## config.mk

```make
export PLATFORM = sky130hd
export DESIGN_NAME = sha3_miner_csr_flat
export DESIGN_NICKNAME = d
export VERILOG_FILES = /design/src/rtl/sha3_miner_csr_if.sv /design/src/rtl/sha3_miner_csr.sv /design/src/flat_wrapper.sv
export SDC_FILE = /design/constraint.sdc
export NUM_CORES = 1
export LEC_CHECK = 0
export CORE_ASPECT_RATIO = 1.25
export CORE_MARGIN = 3
export CORE_UTILIZATION = 45
export CTS_BUF_LIST = sky130_fd_sc_hd__clkbuf_16
export DETAILED_ROUTE_END_ITERATION = 8
export GPL_TIMING_DRIVEN = 0
export PLACE_DENSITY = 0.71
export SYNTH_ARGS = -nofsm -noshare
export SYNTH_HDL_FRONTEND = slang
export SYNTH_SLANG_ARGS = --single-unit
```

## constraint.sdc

```tcl
create_clock -name clk -period 2.21 [get_ports clk]
set_input_delay 0.442 -clock clk [delete_from_list [all_inputs] [get_ports clk]]
set_output_delay 0.442 -clock clk [all_outputs]
set_load 0.05 [all_outputs]
```

## src/rtl/sha3_miner_csr_if.sv

```systemverilog
// Avalon-MM slave bus bundle between the HPS lightweight bridge and the
// SHA3 miner register bank.
interface sha3_miner_csr_if;
  logic [4:0]  avs_address;
  logic        avs_write;
  logic [31:0] avs_writedata;
  logic        avs_read;
  logic [31:0] avs_readdata;
  logic        avs_readdatavalid;

  modport master (
    output avs_address,
    output avs_write,
    output avs_writedata,
    output avs_read,
    input  avs_readdata,
    input  avs_readdatavalid
  );

  modport slave (
    input  avs_address,
    input  avs_write,
    input  avs_writedata,
    input  avs_read,
    output avs_readdata,
    output avs_readdatavalid
  );
endinterface

```

## src/rtl/sha3_miner_csr.sv

```systemverilog
// Register bank for the SHA3-256 mining engine: job setup, coherent solution
// capture, completion interrupt and a run-cycle counter for hash-rate math.
module sha3_miner_csr (
  input  logic                  clk,
  input  logic                  rst_n,
  sha3_miner_csr_if.slave       avs,
  output logic                  irq,
  output logic [255:0]          header,
  output logic [255:0]          difficulty,
  output logic [63:0]           start_nonce,
  output logic [18:0]           control,
  input  logic [63:0]           solution,
  input  logic [2:0]            status,
  input  logic                  miner_irq
);

  localparam logic [31:0] ID_WORD    = 32'h5348_4133;
  localparam logic [4:0]  A_NONCE_LO = 5'd16;
  localparam logic [4:0]  A_NONCE_HI = 5'd17;
  localparam logic [4:0]  A_CONTROL  = 5'd18;
  localparam logic [4:0]  A_STATUS   = 5'd19;
  localparam logic [4:0]  A_IRQ_CTL  = 5'd20;
  localparam logic [4:0]  A_SOL_LO   = 5'd21;
  localparam logic [4:0]  A_SOL_HI   = 5'd22;
  localparam logic [4:0]  A_CNT_LO   = 5'd23;
  localparam logic [4:0]  A_CNT_HI   = 5'd24;
  localparam logic [4:0]  A_ID       = 5'd25;

  logic [7:0][31:0] header_q, header_d;
  logic [7:0][31:0] diff_q, diff_d;
  logic [63:0]      nonce_q, nonce_d;
  logic [18:0]      control_q, control_d;
  logic             err_q, err_d;
  logic             pending_q, pending_d;
  logic             enable_q, enable_d;
  logic             irq_out_q, irq_out_d;
  logic             miner_irq_q, miner_irq_d;
  logic [63:0]      sol_q, sol_d;
  logic [63:0]      cnt_q, cnt_d;
  logic [31:0]      sol_shadow_q, sol_shadow_d;
  logic [31:0]      cnt_shadow_q, cnt_shadow_d;
  logic [31:0]      rdata_q, rdata_d;
  logic             rvalid_q, rvalid_d;

  logic             run_rise;
  logic             pend_clr;
  logic             miner_rise;
  logic             wr_blocked;
  logic [31:0]      rd_word;

  // Read mux: always reflects pre-write state so a same-cycle write is not seen.
  always_comb begin
    rd_word = '0;
    if (avs.avs_address[4:3] == 2'b00) begin
      rd_word = header_q[avs.avs_address[2:0]];
    end else if (avs.avs_address[4:3] == 2'b01) begin
      rd_word = diff_q[avs.avs_address[2:0]];
    end else begin
      case (avs.avs_address)
        A_NONCE_LO: rd_word = nonce_q[31:0];
        A_NONCE_HI: rd_word = nonce_q[63:32];
        A_CONTROL:  rd_word = {13'b0, control_q};
        A_STATUS:   rd_word = {27'b0, err_q, pending_q, status};
        A_IRQ_CTL:  rd_word = {30'b0, pending_q, enable_q};
        A_SOL_LO:   rd_word = sol_q[31:0];
        A_SOL_HI:   rd_word = sol_shadow_q;
        A_CNT_LO:   rd_word = cnt_q[31:0];
        A_CNT_HI:   rd_word = cnt_shadow_q;
        A_ID:       rd_word = ID_WORD;
        default:    rd_word = '0;
      endcase
    end
  end

  always_comb begin
    header_d     = header_q;
    diff_d       = diff_q;
    nonce_d      = nonce_q;
    control_d    = control_q;
    err_d        = err_q;
    enable_d     = enable_q;
    run_rise     = 1'b0;
    pend_clr     = 1'b0;
    miner_irq_d  = miner_irq;
    miner_rise   = miner_irq & ~miner_irq_q;
    // Job registers are frozen while the engine runs; the attempt is remembered.
    wr_blocked   = avs.avs_write & control_q[0] & (avs.avs_address <= A_NONCE_HI);

    if (wr_blocked) begin
      err_d = 1'b1;
    end else if (avs.avs_write) begin
      if (avs.avs_address[4:3] == 2'b00) begin
        header_d[avs.avs_address[2:0]] = avs.avs_writedata;
      end else if (avs.avs_address[4:3] == 2'b01) begin
        diff_d[avs.avs_address[2:0]] = avs.avs_writedata;
      end else begin
        case (avs.avs_address)
          A_NONCE_LO: nonce_d[31:0]  = avs.avs_writedata;
          A_NONCE_HI: nonce_d[63:32] = avs.avs_writedata;
          A_CONTROL: begin
            control_d = avs.avs_writedata[18:0];
            run_rise  = ~control_q[0] & avs.avs_writedata[0];
          end
          A_STATUS: begin
            if (avs.avs_writedata[4]) err_d = 1'b0;
          end
          A_IRQ_CTL: begin
            enable_d = avs.avs_writedata[0];
            pend_clr = avs.avs_writedata[1];
          end
          default: ;
        endcase
      end
    end
  end

  always_comb begin
    cnt_d        = cnt_q;
    sol_d        = sol_q;
    pending_d    = pending_q;
    sol_shadow_d = sol_shadow_q;
    cnt_shadow_d = cnt_shadow_q;

    if (control_q[0] && !miner_irq) cnt_d = cnt_q + 64'd1;
    if (run_rise) begin
      cnt_d = '0;
      sol_d = '0;
    end

    if (pend_clr || run_rise) pending_d = 1'b0;
    // A fresh completion outranks any simultaneous acknowledge.
    if (miner_rise) begin
      pending_d = 1'b1;
      sol_d     = solution;
    end

    // Low-word reads latch the matching high word so 64-bit values read coherently.
    if (avs.avs_read && avs.avs_address == A_SOL_LO) sol_shadow_d = sol_q[63:32];
    if (avs.avs_read && avs.avs_address == A_CNT_LO) cnt_shadow_d = cnt_q[63:32];

    rvalid_d  = avs.avs_read;
    rdata_d   = avs.avs_read ? rd_word : 32'b0;
    irq_out_d = pending_q & enable_q;
  end

  always_ff @(posedge clk or negedge rst_n) begin
    if (!rst_n) begin
      header_q     <= '0;
      diff_q       <= '0;
      nonce_q      <= '0;
      control_q    <= '0;
      err_q        <= 1'b0;
      pending_q    <= 1'b0;
      enable_q     <= 1'b0;
      irq_out_q    <= 1'b0;
      miner_irq_q  <= 1'b0;
      sol_q        <= '0;
      cnt_q        <= '0;
      sol_shadow_q <= '0;
      cnt_shadow_q <= '0;
      rdata_q      <= '0;
      rvalid_q     <= 1'b0;
    end else begin
      header_q     <= header_d;
      diff_q       <= diff_d;
      nonce_q      <= nonce_d;
      control_q    <= control_d;
      err_q        <= err_d;
      pending_q    <= pending_d;
      enable_q     <= enable_d;
      irq_out_q    <= irq_out_d;
      miner_irq_q  <= miner_irq_d;
      sol_q        <= sol_d;
      cnt_q        <= cnt_d;
      sol_shadow_q <= sol_shadow_d;
      cnt_shadow_q <= cnt_shadow_d;
      rdata_q      <= rdata_d;
      rvalid_q     <= rvalid_d;
    end
  end

  assign header                = header_q;
  assign difficulty            = diff_q;
  assign start_nonce           = nonce_q;
  assign control               = control_q;
  assign irq                   = irq_out_q;
  assign avs.avs_readdata      = rdata_q;
  assign avs.avs_readdatavalid = rvalid_q;

endmodule

```

## src/flat_wrapper.sv

```systemverilog
// flat-port wrapper written by rule: the top's interface ports become plain ports
module sha3_miner_csr_flat 
  (clk, rst_n, irq, header, difficulty, start_nonce, control, solution, status, miner_irq, avs_avs_address, avs_avs_write, avs_avs_writedata, avs_avs_read, avs_avs_readdata, avs_avs_readdatavalid);
  sha3_miner_csr_if avs_i ();
  input  logic clk;
  input  logic rst_n;
  output logic irq;
  output logic [255:0] header;
  output logic [255:0] difficulty;
  output logic [63:0] start_nonce;
  output logic [18:0] control;
  input  logic [63:0] solution;
  input  logic [2:0] status;
  input  logic miner_irq;
  input wire logic [$bits(avs_i.avs_address)-1:0] avs_avs_address;
  input wire logic [$bits(avs_i.avs_write)-1:0] avs_avs_write;
  input wire logic [$bits(avs_i.avs_writedata)-1:0] avs_avs_writedata;
  input wire logic [$bits(avs_i.avs_read)-1:0] avs_avs_read;
  output wire logic [$bits(avs_i.avs_readdata)-1:0] avs_avs_readdata;
  output wire logic [$bits(avs_i.avs_readdatavalid)-1:0] avs_avs_readdatavalid;
  assign avs_i.avs_address = avs_avs_address;
  assign avs_i.avs_write = avs_avs_write;
  assign avs_i.avs_writedata = avs_avs_writedata;
  assign avs_i.avs_read = avs_avs_read;
  assign avs_avs_readdata = avs_i.avs_readdata;
  assign avs_avs_readdatavalid = avs_i.avs_readdatavalid;
  sha3_miner_csr u_core (.clk(clk), .rst_n(rst_n), .avs(avs_i), .irq(irq), .header(header), .difficulty(difficulty), .start_nonce(start_nonce), .control(control), .solution(solution), .status(status), .miner_irq(miner_irq));
endmodule
```

-- Word-level counts from Yosys, hierarchy flattened
Cells that the tools add are included.
- register bits: 825
- output and inout port bits: 629
- $add $sub $neg: 1
- order comparisons: 3
- eq/ne operators: 13
- mux-type cells: 34
- bitwise operators: 10
- reduce and logical (&&, ||, !) cells: 20
- operators by type and width (kind ; number):
    bitwise mux 256 bit ; 2
    one-hot mux 32 bit (10 select lines) ; 1
    2-to-1 mux 64 bit ; 4
    binary-select mux 32 bit (select 3 bit) ; 2
    2-to-1 mux 32 bit ; 6
    demux 32 bit (select 3 bit) ; 1
    adder 64 x 1 -> 64 bit, second input constant ; 1
    == test 5 bit, second input constant ; 10
    AND reduction 5 bit ; 5
    2-to-1 mux 1 bit ; 18
    nonzero test 2 bit ; 6
    AND 1 bit ; 5
    <= comparator 5 bit, second input constant ; 1
    inverter 1 bit ; 5
    logical AND 1 bit ; 4
    < comparator 3 x 4 -> 1 bit, second input constant ; 1
    inequality test 2 x 1 -> 1 bit, second input constant ; 2
    AND reduction 4 bit ; 1
    greater-or-equal comparator 3 x 1 -> 1 bit, second input constant ; 1
    AND reduction 3 bit ; 1
    == test 2 x 1 -> 1 bit, second input constant ; 1
    zero test 2 bit ; 1
    zero test 1 bit ; 1
    logical OR 1 bit ; 1

-- Longest topological paths before layout
- word-level depth: 10
- gate-level depth with buffers: 8
- mapped depth without buffers: 6

-- Worst setup path after synthesis
OpenSTA, ideal clock, no wires.
- kind: flip-flop to flip-flop
- start: register u_core.control_q[0] (netlist: u_core.control[0])
- end: register u_core.cnt_q[53]
- data arrival time: 2272 ps
- required time: 2132 ps
- slack: -140 ps
- cell stages (with the launch flop): 7
- path buffers: 1
- clock period less this slack: 2350 ps
- path through: dfrtp_1 > buf_4 > nand4b_1 > nor4_4 > nand3_2 > or4_1 > a21oi_1
- longest elaborated chain between the ends: 8
- elaborated cells between the ends (all ways): 12
- those cells by class: mux: 6; bitwise: 4; reduce/logical: 2
- ends and longest elaborated chain (what ; line ; text):
    start, declared ; sha3_miner_csr.sv:32 ; logic [18:0] control_q, control_d;
    start signal, assigned ; sha3_miner_csr.sv:167 ; control_q <= control_d;
    inverter 1 bit ; sha3_miner_csr.sv:102 ; run_rise = ~control_q[0] & avs.avs_writedata[0];
    AND 1 bit ; sha3_miner_csr.sv:102 ;
    2-to-1 mux 1 bit ; sha3_miner_csr.sv:97 ; case (avs.avs_address)
    2-to-1 mux 1 bit ; sha3_miner_csr.sv:94 ; end else if (avs.avs_address[4:3] == 2'b01) begin
    2-to-1 mux 1 bit ; sha3_miner_csr.sv:92 ; if (avs.avs_address[4:3] == 2'b00) begin
    2-to-1 mux 1 bit ; sha3_miner_csr.sv:91 ; end else if (avs.avs_write) begin
    2-to-1 mux 1 bit ; sha3_miner_csr.sv:89 ; if (wr_blocked) begin
    2-to-1 mux 64 bit or nonzero test 2 bit (tied branches) ; - ;
    end signal, assigned ; sha3_miner_csr.sv:174 ; cnt_q <= cnt_d;
    end, declared ; sha3_miner_csr.sv:39 ; logic [63:0] cnt_q, cnt_d;
Parallel ways exist; a longest one is shown, timed or not.
A chain may end at the register's enable or synchronous reset.

-- Worst setup path after layout
- start: input port avs_avs_address[4]
- end: register u_core.rdata_q[12] (netlist: u_core.avs.avs_readdata[12])
- longest elaborated chain between the ends: 5
- elaborated cells between the ends (all ways): 16
- those cells by class: eq/ne: 11; mux: 4; reduce/logical: 1
- ends and longest elaborated chain (what ; line ; text):
    start, declared ; flat_wrapper.sv:15 ; input wire logic [$bits(avs_i.avs_address)-1:0] avs_avs_address;
    == test 5 bit ; sha3_miner_csr.sv:59 ; case (avs.avs_address)
    one-hot mux 32 bit (10 select lines) ; sha3_miner_csr.sv:59 ;
    2-to-1 mux 32 bit ; sha3_miner_csr.sv:56 ; end else if (avs.avs_address[4:3] == 2'b01) begin
    2-to-1 mux 32 bit * ; sha3_miner_csr.sv:54 ; if (avs.avs_address[4:3] == 2'b00) begin
    2-to-1 mux 32 bit * ; sha3_miner_csr.sv:142 ; rdata_d = avs.avs_read ? rd_word : 32'b0;
    via u_core.rdata_d[12] ; sha3_miner_csr.sv:42 ; logic [31:0] rdata_q, rdata_d;
    end signal, assigned ; sha3_miner_csr.sv:177 ; rdata_q <= rdata_d;
    end, declared ; sha3_miner_csr.sv:42 ;
The timed path passes the listed nets; every way through them passes the cells marked *.

==> metrics.md <==
| Metric | Value |
|---|---|
| Result of the run | complete, but fails checks |
| Violated checks | negative hold slack, negative setup slack |
| Type of the worst setup path | input pin to flip-flop |
| Number of hold violations in the final report | 64 |
| Cts bufs inserted | 85 |
| Insertion delay to the later sink of the worst-skew pair | approximately 0.66 ns |
| Power density over the cells | approximately 1000 nW/um^2 |
| Total via count after detailed routing | 28270 |
| Wire length of the first global-routing pass | between 200 and 250 mm |
| Post-Layout Inst Area | around 49000 um^2 |
| Number of global-route vias before repair | between 20000 and 30000 |
| Crit share post-route | 102.1% |
| Headroom to the max-slew limit | about 33% |
| Met1 wire length | around 57 mm |
| Top post-synthesis cells by area | sky130_fd_sc_hd__dfrtp_1, sky130_fd_sc_hd__mux2_2, sky130_fd_sc_hd__mux4_2, sky130_fd_sc_hd__nand2_1, sky130_fd_sc_hd__o21ai_0 |
| Die boundary width | approximately 260 um |
| Area overhead of the layout relative to synthesis | 32.45% |
| Standard-cell rows | ~120 |
| Maximum resistive drop on vdd | approximately 770 uV |
| Number of nets in the layout | around 3700 |
| Largest net degree at the start of global routing | 124 |
| Shortest clock period the worst path allows after layout | between 2 and 2.5 ns |
| Cell area reported after detailed placement | around 46000 um^2 |
| Setup clock skew after layout | approximately 0.026 ns |
| Uppermost signal routing layer after detailed routing | met5 |
| P_leak | ~23 nW |
| Core Box Area | between 80000 and 90000 um^2 |
| Pins over their slew limit | 0 |
| DR WL met2 | 75.52 mm |
| Sw Share | 40.45% |
| Maximum net fanout on the critical path | 10 |
| Io pins | between 700 and 800 |
| Share of synthesized area occupied by flip-flops and latches | 55.64% |
| Sequential power share | approximately two fifths |
| Total gr overflow | 0 |
| Post-detailed-routing wire length | 155.0 mm |
| Filler Cells Inserted | between 6000 and 7000 |
| Leading area contributor after synthesis | sky130_fd_sc_hd__dfrtp_1 |
| Starting density of the core | 45.50% |
| Min setup slack post-route | -0.04673 ns |
| Most frequently used flop master after synthesis | sky130_fd_sc_hd__dfrtp_1 |
| Worst Hold Slack | -0.2497 ns |
| Initial antenna violation count | 12 |
| Chip Height | 327.0 um |
| Post-synth EDFFs | 0 |
| Clock power frac | a little over a quarter |
| Share of layout cells above drive strength 1 | 33.37% |
| Cells on worst reg2reg path | 6 |
| Synthesized net count | 2800 |
| FFs w/ async S/R, synth | 100.0% |
| Avg WL per Cell | 33.05 um |
| F_max | ~0.44 GHz |
| Clk slew on worst S/H paths | 0.06 ns |
| Net switching component of the power | around 21 mW |
| Count of nets left with antenna violations after detail routing | 0 |
| Pre-Repair DR Iteration Count | 6 |
| Number of clock sinks | 825 |
| Remaining DRCs | 0 |
| Setup repair after global routing missed its margin | true |
| Slew at the pin closest to its max-slew limit | around 1 ns |
| Flip-flop and latch count after synthesis | between 800 and 900 |
| TritonCTS clock tree | built |
| Internal Pwr Total | between 30 and 40 mW |
| Crit path capture type | flip-flop |
| Post-Synthesis Cells | 2690 |
| Internal reg-to-reg setup slack | roughly 0.02 ns |
| Placer's final routability congestion estimate | approximately 0.95 |
| Bufs on Longest Clock Path | 3 |
| Min-Delay Path Class | input pin to asynchronous set/reset pin |
| Final setup vio count | 5 |
| Iteration-0 DRC Markers | ~2600 |
| Cell variety after synth | 64 |
| Full die area | 85950 um^2 |
| Ys Warns | 0 |
| Nature of the critical path startpoint | input pin |
| Endpoint arrival time on the critical path | around 2.8 ns |
| Worst EP required | 2.72 ns |
| Routed length on met3 | approximately 13 mm |
| Max-capacitance violation count | 0 |
| H-tree lvl count | 3 |
| Average instance area after synthesis | approximately 14 um^2 |
| Port Buf Inserts | about 700 |
| Synthesized cell area | roughly 37000 um^2 |
| Cell at the root of the clock tree | sky130_fd_sc_hd__clkbuf_16 |
| Global Route Usage Sum | between 30% and 40% |
| Top cell type's share of synthesized area | a little under three fifths |
| HPWL after DPL | roughly 120 mm |
| Share of total power in combinational logic | 34.0% |
| Via-per-instance ratio | 6.028 |
==> power by group through the flow <==
| stage | clock network (mW) | registers, mW | logic, mW |
|---|---|---|---|
| after global placement | 0 | 20.1 | 18.4 |
| after global routing | 14.6 | 20.1 | 17.9 |
| after detailed placement | 0 | 20.1 | 18.7 |
| after CTS | 14.1 | 19.8 | 17.4 |
| final | 13.9 | 19.9 | 17.4 |
| after floorplan | 0 | 27.0 | 3.84 |
==> registers in the layout, indices dropped and copies added, names as in the netlist <==
register / count
u_core.avs.avs_readdata: 32
u_core.avs.avs_readdatavalid: 1
u_core.cnt_q: 64
u_core.cnt_shadow_q: 32
u_core.control: 19
u_core.difficulty: 256
u_core.enable_q: 1
u_core.err_q: 1
u_core.header: 256
u_core.irq: 1
u_core.miner_irq_q: 1
u_core.pending_q: 1
u_core.sol_q: 64
u_core.sol_shadow_q: 32
u_core.start_nonce: 64
==> synthesized netlist by cell type, types with 20 or more instances <==
cell type                  count
sky130_fd_sc_hd__a21oi_1      31
sky130_fd_sc_hd__a221oi_1     29
sky130_fd_sc_hd__buf_1        28
sky130_fd_sc_hd__buf_2        91
sky130_fd_sc_hd__clkbuf_1    101
sky130_fd_sc_hd__dfrtp_1     825
sky130_fd_sc_hd__mux2_2      667
sky130_fd_sc_hd__mux2i_1      54
sky130_fd_sc_hd__mux4_2      129
sky130_fd_sc_hd__nand2_1     197
sky130_fd_sc_hd__nand3_1      34
sky130_fd_sc_hd__nand4_1      33
sky130_fd_sc_hd__nor2_1       61
sky130_fd_sc_hd__nor2b_1      21
sky130_fd_sc_hd__o21ai_0     129
sky130_fd_sc_hd__or3_1        24
sky130_fd_sc_hd__xor2_1       20
==> routing by layer <==
layer  track usage (%)  vias up
li1                  -    11630
met1             41.82    14850
met2             59.10     1387
met3             8.857      398
met4             19.53        6
met5                 0        -
==> per-stage QoR <==
step	utilization (%)	setup TNS, ns	setup slack [ns]	total power, mW	cells
detailed placement	56.30	-1031.55	-2.353	38.76	4490
global placement	55.99	-	-40.37	38.45	4481
finish	60.26	-0.07790	-0.04673	51.20	4690
CTS	59.84	-0.05626	-0.04699	51.20	4666
floorplan	-	0	0.002496	30.89	2690
global route	60.25	-0.4927	-0.04548	52.56	4686
==> final timing paths <==
path                                   startpoint                     endpoint
max                            avs_avs_address[4]  u_core.avs.avs_readdata[12]
min                                         rst_n           u_core.header[241]
max reg2reg                       u_core.cnt_q[8]             u_core.cnt_q[52]
min reg2reg                u_core.cnt_shadow_q[0]       u_core.cnt_shadow_q[0]
max in group asynchronous                   rst_n             u_core.cnt_q[15]
min in group clk             avs_avs_writedata[4]                 u_core.err_q
==> kinds of logic (layout without fill, tap and decap cells) <==
| logic type | count (synthesis) | after routing | synth area share [%] |
|---|---|---|---|
| xor+xnor | 36 | 36 | 0.8498 |
| mux | 852 | 852 | 29.59 |
| flops | 825 | 825 | 55.64 |
| other cells | 0 | 8 | 0 |
| simple gates | 435 | 435 | 5.784 |
| fa+ha+maj | 1 | 1 | 0.03372 |
| buf+inv | 235 | 1156 | 2.728 |
| compound gates | 306 | 306 | 5.369 |
==> timing repair <==
item | in CTS | in global routing
pin swaps | 14 | 18
gates resized for setup | 917 | 81
cloned | 0 | 1
setup buffers | 29 | 15
endpoints found under the hold margin | 64 | 64
setup endpoints to repair | 1415 | 497
==> worst max-delay path, cell delays in order <==
cell and delay, ns:
sky130_fd_sc_hd__clkdlybuf4s50_1 0.42, sky130_fd_sc_hd__clkbuf_4 0.21, sky130_fd_sc_hd__and3b_2 0.31, sky130_fd_sc_hd__nand2_1 0.20, sky130_fd_sc_hd__clkbuf_4 0.26, sky130_fd_sc_hd__o21ai_0 0.21
sky130_fd_sc_hd__a221oi_2 0.54, sky130_fd_sc_hd__a31oi_1 0.15
==> area by class of cell <==
class                   count  area [um^2]  share of cell area, %
diodes                      8        20.02                0.04074
clock buffers              86         2152                  4.379
well taps                1071         1340                  2.727
inverters                  10        37.54                0.07639
multi-input cells        1630        15990                  32.55
repair buffers            774         7028                  14.30
plain buffers             221         1465                  2.982
flip-flops and latches    825        20650                  42.03
clock inverters            65        450.4                 0.9166
==> placed cells by master (no fill, tap or decap), drive strengths merged, types with 21 or more instances in the layout <==
master,count
a21oi,31
dfrtp,825
nor2,61
clkdlybuf4s50,86
mux2,669
buf,176
nand4,35
inv,34
clkinv,35
nand2,198
clkbuf,186
mux4,129
or3,27
o21ai,129
nand3,36
nor2b,21
a221oi,29
dlygate4sd2,617
mux2i,54
Note: power is estimated with default switching activity, not from simulation.
